$ cat config.mk
export PLATFORM = sky130hd
export DESIGN_NAME = game_core_seq
export DESIGN_NICKNAME = d
export VERILOG_FILES = /design/src/rtl/game_core_seq.sv
export SDC_FILE = /design/constraint.sdc
export NUM_CORES = 1
export LEC_CHECK = 0
export BUFFER_PORTS_ARGS = -buffer_cell sky130_fd_sc_hd__buf_2
export CAP_MARGIN = 40
export CORE_MARGIN = 2
export CORE_UTILIZATION = 28
export DETAILED_ROUTE_END_ITERATION = 8
export SETUP_SLACK_MARGIN = 0.02
export SLEW_MARGIN = 20
export SYNTH_ARGS = -nofsm -noshare
export SYNTH_HDL_FRONTEND = slang
export SYNTH_SLANG_ARGS = --single-unit
$ cat constraint.sdc
create_clock -name clk -period 9.9 [get_ports clk]
set_clock_uncertainty 0.1 [all_clocks]
set_input_delay 0.495 -clock clk [delete_from_list [all_inputs] [get_ports clk]]
set_output_delay 0.495 -clock clk [all_outputs]
set_load 0.005 [all_outputs]
$ cat src/rtl/game_core_seq.sv
// game_core_seq: N-object bounce physics held in a register file.
// A frame_tick starts one MOVE pass (one object per cycle), then one COLL pass
// (one unordered pair per cycle), then a single DONE cycle.
// Optional feature macro: GAME_CORE_GRAVITY_EN adds GRAVITY to vely after
// friction whenever there is no Y wall bounce that frame.
// Handshake: frame_tick is a one-cycle request accepted only in IDLE; busy is
// high while the frame is being computed, and frame_done pulses for one cycle at
// the end. A tick that arrives while not IDLE is dropped and counted in overrun_cnt.
module game_core_seq #(
  parameter int SCREEN_W  = 640,
  parameter int SCREEN_H  = 480,
  parameter int BOX_W     = 48,
  parameter int BOX_H     = 32,
  parameter int N         = 4,
  parameter int FRIC      = 255,
  parameter int CD_FRAMES = 5,
  parameter int GRAVITY   = 8,
  parameter int IW        = $clog2(N)
) (
  input  logic              clk,
  input  logic              rst_n,
  input  logic              frame_tick,
  input  logic [IW-1:0]     rd_idx,
  output logic [9:0]        rd_posx,
  output logic [8:0]        rd_posy,
  output logic signed [9:0] rd_velx,
  output logic signed [9:0] rd_vely,
  output logic [7:0]        rd_hits,
  output logic [2:0]        rd_color,
  output logic              busy,
  output logic              frame_done,
  output logic [7:0]        overrun_cnt,
  output logic [1:0]        dbg_state
);

  typedef enum logic [1:0] {S_IDLE, S_MOVE, S_COLL, S_DONE} state_t;

`ifdef GAME_CORE_GRAVITY_EN
  localparam int GRAV_ADD = GRAVITY;
`else
  // Gravity compiled out: the term is always zero.
  localparam int GRAV_ADD = GRAVITY * 0;
`endif

  state_t          state, state_n;
  logic [IW-1:0]   mi, mi_n, ci, ci_n, cj, cj_n;

  logic [9:0]        posx  [N];
  logic [8:0]        posy  [N];
  logic signed [9:0] velx  [N];
  logic signed [9:0] vely  [N];
  logic [7:0]        hits  [N];
  logic [2:0]        color [N];
  logic [3:0]        cd    [N];

  logic [9:0]        mv_px, mv_py10;
  logic signed [9:0] mv_vx, mv_vy;
  logic              hit;

  // Negation that maps -512 to +511 instead of wrapping.
  function automatic logic signed [9:0] sat_neg(input logic signed [9:0] v);
    return (v == 10'sh200) ? 10'sh1FF : -v;
  endfunction

  // One axis of the MOVE step: friction, move using pre-friction velocity, wall bounce.
  function automatic void axis_step(input logic [9:0] pos, input logic signed [9:0] v,
                                    input int box, input int screen, input int grav,
                                    output logic [9:0] np, output logic signed [9:0] nv);
    logic signed [17:0] prod;
    logic signed [9:0]  vf;
    int c, t;
    prod = {{8{v[9]}}, v} * 18'(FRIC);
    vf   = prod[17:8];
    c    = int'(pos) + int'(v >>> 8);
    if (c <= 0) begin
      np = '0;
      nv = sat_neg(vf >>> 1);
    end else if (c + box >= screen) begin
      np = 10'(screen - box);
      nv = sat_neg(vf >>> 1);
    end else begin
      np = 10'(c);
      t  = int'(vf) + grav;
      if (t > 511) t = 511;
      nv = 10'(t);
    end
  endfunction

  // FSM state and scan index registers.
  always_ff @(posedge clk or negedge rst_n) begin
    if (!rst_n) begin
      state <= S_IDLE;
      mi    <= '0;
      ci    <= '0;
      cj    <= '0;
    end else begin
      state <= state_n;
      mi    <= mi_n;
      ci    <= ci_n;
      cj    <= cj_n;
    end
  end

  // Next-state, scan indices and status outputs.
  always_comb begin
    state_n    = state;
    mi_n       = mi;
    ci_n       = ci;
    cj_n       = cj;
    busy       = 1'b0;
    frame_done = 1'b0;
    case (state)
      S_IDLE: if (frame_tick) begin
        state_n = S_MOVE;
        mi_n    = '0;
      end
      S_MOVE: begin
        busy = 1'b1;
        if (mi == IW'(N - 1)) begin
          state_n = S_COLL;
          ci_n    = '0;
          cj_n    = IW'(1);
        end else begin
          mi_n = mi + 1'b1;
        end
      end
      S_COLL: begin
        busy = 1'b1;
        if (cj == IW'(N - 1)) begin
          if (ci == IW'(N - 2)) begin
            state_n = S_DONE;
          end else begin
            ci_n = ci + 1'b1;
            cj_n = ci + IW'(2);
          end
        end else begin
          cj_n = cj + 1'b1;
        end
      end
      default: begin
        frame_done = 1'b1;
        state_n    = S_IDLE;
      end
    endcase
  end

  assign dbg_state = state;

  // MOVE datapath for the object selected by mi.
  always_comb begin
    axis_step(posx[mi], velx[mi], BOX_W, SCREEN_W, 0, mv_px, mv_vx);
    axis_step({1'b0, posy[mi]}, vely[mi], BOX_H, SCREEN_H, GRAV_ADD, mv_py10, mv_vy);
  end

  // COLL datapath: box overlap of pair (ci, cj), gated by both cooldowns.
  always_comb begin : coll_chk
    int xi, xj, yi, yj;
    xi  = int'(posx[ci]);
    xj  = int'(posx[cj]);
    yi  = int'(posy[ci]);
    yj  = int'(posy[cj]);
    hit = !((xi + BOX_W < xj) || (xi > xj + BOX_W) ||
            (yi + BOX_H < yj) || (yi > yj + BOX_H)) &&
          (cd[ci] == 4'd0) && (cd[cj] == 4'd0);
  end

  // Object register file: reset layout, MOVE writes one object, COLL writes a pair.
  always_ff @(posedge clk or negedge rst_n) begin
    if (!rst_n) begin
      for (int k = 0; k < N; k++) begin
        posx[k]  <= 10'(32 + 128 * (k % 4));
        posy[k]  <= 9'(32 + 96 * (k / 4));
        velx[k]  <= (k % 2 == 0) ? 10'sd256 : -10'sd256;
        vely[k]  <= (k % 4 < 2) ? 10'sd128 : -10'sd128;
        hits[k]  <= '0;
        color[k] <= 3'(k % 8);
        cd[k]    <= '0;
      end
    end else if (state == S_MOVE) begin
      posx[mi] <= mv_px;
      posy[mi] <= mv_py10[8:0];
      velx[mi] <= mv_vx;
      vely[mi] <= mv_vy;
      cd[mi]   <= (cd[mi] != 4'd0) ? cd[mi] - 4'd1 : 4'd0;
    end else if (state == S_COLL && hit) begin
      velx[ci]  <= sat_neg(velx[ci]);
      vely[ci]  <= sat_neg(vely[ci]);
      velx[cj]  <= sat_neg(velx[cj]);
      vely[cj]  <= sat_neg(vely[cj]);
      hits[ci]  <= (hits[ci] == 8'hFF) ? 8'hFF : hits[ci] + 8'd1;
      hits[cj]  <= (hits[cj] == 8'hFF) ? 8'hFF : hits[cj] + 8'd1;
      color[ci] <= color[ci] + 3'd1;
      color[cj] <= color[cj] + 3'd1;
      cd[ci]    <= 4'(CD_FRAMES);
      cd[cj]    <= 4'(CD_FRAMES);
    end
  end

  // Registered random-access read port.
  always_ff @(posedge clk or negedge rst_n) begin
    if (!rst_n) begin
      rd_posx  <= '0;
      rd_posy  <= '0;
      rd_velx  <= '0;
      rd_vely  <= '0;
      rd_hits  <= '0;
      rd_color <= '0;
    end else if (int'(rd_idx) < N) begin
      rd_posx  <= posx[rd_idx];
      rd_posy  <= posy[rd_idx];
      rd_velx  <= velx[rd_idx];
      rd_vely  <= vely[rd_idx];
      rd_hits  <= hits[rd_idx];
      rd_color <= color[rd_idx];
    end
  end

  // Count ticks that arrive while a frame is in flight (including DONE).
  always_ff @(posedge clk or negedge rst_n) begin
    if (!rst_n) begin
      overrun_cnt <= '0;
    end else if (frame_tick && state != S_IDLE && overrun_cnt != 8'hFF) begin
      overrun_cnt <= overrun_cnt + 8'd1;
    end
  end

endmodule

==> flow_summary.toml <==
[final_layout]
area_growth_pct = 12.3
n_antenna_cell = 0
fin_util_pct = 31.7
drive_gt1_share_pct = 19.3
nNetsFinal = 2703

[global_route]
grt_usage_pct = 16.7
grt_pass1_vias = 19800
grt_pass1_wl_um = 119000
overflow = 0
grt_antenna_before_repair = 1
grt_max_degree = 86

[timing]
fmax_mhz = 136
fin_crit_sh_pct = 74.2
tns_ns = 0
rsz0062_at_grt = "false"
worst_pin_slew_ns = 0.779
slew_viol_final = 0
finalWorstSetupSlack_ns = 2.56
whs_ns = 0.387
timing.slew.headroom_pct = 48.0
setup_viol = 0
fin_crit_ns = 7.34
hold_violations = 0

[detailed_routing]
wl_met3_um = 5620
routedLengthMet1_um = 32500
dr_wl_met2_um = 35000
drt-initial-drc-count = 1909
ant_nets = 0
viasPerCell = 5.45
dr.pass1.iters = 7
vias = 20000
highest_layer = "met5"
wl_um = 76100
drc = 0
wire_per_inst_um = 20.8

[logic_synthesis]
syn-num-nets = 2689
yosysUniqueCellTypes = 95
async_flop_share_pct = 100
ys_seq_area_share_pct = 28.5
netlist_area_um2 = 24900
syn_area_per_cell_um2 = 10.1
synth_cells = 2455
synth-seq-cells = 282
yosys_warnings = 0
synth_top_flop_cell = "dfrtp_1"
synth_edf_count = 0

[clocking]
clk_pin_slew_ns = 0.06
cts-resized-gates = 0
h-tree-depth = 2
cts_buffers = 37
cts_max_path_buffers = 3
clockRootBuffer = "clkbuf_16"
cts_tree = "yes"
clock_latency_ns = 0.58
cts_sinks = 282

[job]
drv_cap = 0

[placement]
io_buffers = 66
dp_hpwl_um = 52200
dp_slack_ns = 2.56
gp_congestion = 0.890

[critical_path]
endpoint_kind = "flop"
worst-path-max-fanout = 22
startpoint = "mi[1]"
crit_arrival_ns = 7.63
worstSetupPathType = "flop to flop"
cpMostUsedCell = "inv_1"
worst_setup_path_start_kind = "flop"
r2r_start = "mi[1]"
cp_top_family = "adder cells"
critPathMaxStageDelay_ns = 0.65
crit_chain = "buf_4 > mux4_2 > inv_1 > fa_1 > inv_1 > fa_1 > inv_1 > fa_1 > fa_1 > inv_1 > ha_1 > and4_1 > a41oi_1 > a21boi_0 > nor2_1 > inv_1 > a21oi_1 > xor2_1 > ha_1 > nand2b_1 > xor2_1 > o21ai_0 > o221ai_1"
worst-path-buf-inv = 6
critPathRequiredTime_ns = 10.19
slowest_stage = "dfrtp_2"

[die]
start_util_pct = 28.2
pin_count = 67
rows = 109
core_area_um2 = 88200
die_x_um = 302
die-area_um2 = 91300
chipHeight_um = 302

[worst_hold_path]
min_from = "overrun_cnt[7]"
hp-class = "flop to flop"

[run_status]
status = "finished clean"
-- worst paths after layout --
check	endpoint	slack [ns]	depth (start not counted)
min in group asynchronous	rd_posy[3]	0.41	2
max in group asynchronous	velx[38]	8.08	4
worst min register to register	overrun_cnt[7]	0.39	1
worst max register to register	vely[14]	2.56	23
worst min-delay path	overrun_cnt[7]	0.39	1
worst max-delay path	vely[14]	2.56	23
-- area by class of cell --
type / count / area [um^2]
fillers: 8963 / 60300
multi-input cells: 1772 / 16200
flip-flops and latches: 282 / 7110
well taps: 1165 / 1460
clock buffers: 46 / 1010
inverters: 261 / 980
repair buffers: 115 / 922
clock inverters: 20 / 264
-- synth_stat cells, types with 9 or more instances --
library cell  number  share of area, %
a211o_1           10              0.35
a211oi_1          18              0.54
a21o_1            17              0.51
a21oi_1          115               2.3
a221o_1           18              0.72
a221oi_1          12              0.42
a22oi_1           87               2.6
a31oi_1           10              0.25
and2_1            16              0.40
and3_1            14              0.35
buf_1             13              0.20
buf_2             28              0.56
buf_4             11              0.33
clkbuf_1          82               1.2
dfrtp_1          252                25
dfstp_2           30               3.2
fa_1              84               6.8
ha_1             145               7.3
inv_1            259               3.9
mux2_2            18              0.81
mux2i_1           43               1.7
mux4_2           192                17
nand2_1          258               3.9
nand2b_1          18              0.45
nand3_1           25              0.50
nor2_1           132               2.0
nor3_1            43              0.86
nor4_1             9              0.23
o211ai_1          11              0.33
o21a_1            13              0.39
o21ai_0          148               3.0
o21ai_1           11              0.22
o221a_2           12              0.54
o221ai_1          26              0.92
o22a_1            11              0.39
o22ai_1           10              0.25
o31ai_1            9              0.27
or3_1             10              0.25
xnor2_1           55               1.9
xor2_1            48               1.7
-- metal layers --
layer	track usage, %	up-vias
met2	26.4	771
met5	0	-
met1	22.8	10000
met3	3.02	165
li1	-	8991
met4	6.38	2
-- state kept, by name (all words and copies together), names as in the netlist --
register / cells
posx: 40
velx: 40
vely: 40
posy: 36
hits: 32
cd: 16
color: 12
rd_posx: 10
rd_velx: 10
rd_vely: 10
rd_posy: 9
overrun_cnt: 8
rd_hits: 8
rd_color: 3
ci: 2
cj: 2
dbg_state: 2
mi: 2
-- timing repair --
| item | 4_1_cts | 5_1_grt |
|---|---|---|
| setup endpoints to repair | 0 | 0 |
| setup buffers | 0 | 0 |
| hold buffers | 1 | 0 |
| hold endpoints to repair | 74 | 0 |
-- metrics by stage --
step	area, um^2	instances
detailed placement	26600	3590
global route	27900	3661
finish	27900	3661
global placement	26300	3579
floorplan	24900	2455
CTS	27900	3657
-- cell families (layout without fill, tap and decap cells) --
family | Yosys count | after routing | share of synthesized area, %
adders and majority gates | 230 | 230 | 14.1
DFF | 282 | 282 | 28.5
buffers and inverters | 401 | 442 | 6.54
and+or+nand+nor | 589 | 589 | 11.0
muxes | 253 | 253 | 19.9
AOI/OAI and AO/OA | 596 | 596 | 16.3
xor gates and xnor gates | 104 | 104 | 3.72
-- placed cells by master (no fill, tap or decap), types with 13 or more instances in the layout --
cell type	synthesis	layout
mux2_2	18	18
buf_4	11	35
a211oi_1	18	18
o21ai_0	148	148
xor2_1	48	48
dfstp_2	30	30
clkbuf_16	0	37
a21o_1	17	17
nor2_1	132	132
and3_1	14	13
inv_1	259	259
a221o_1	18	18
mux2i_1	43	43
fa_1	84	84
nand2_1	258	254
xnor2_1	55	55
mux4_2	192	192
o21a_1	13	13
nor3_1	43	43
and2_1	16	15
dfrtp_1	252	246
a21oi_1	115	115
buf_2	28	64
a22oi_1	87	87
nand2b_1	18	18
nand3_1	25	25
o221ai_1	26	26
ha_1	145	140
Power is left out: the tool's default activity adds up to more than one toggle a clock period on the data nets, which glitch-free logic cannot reach.
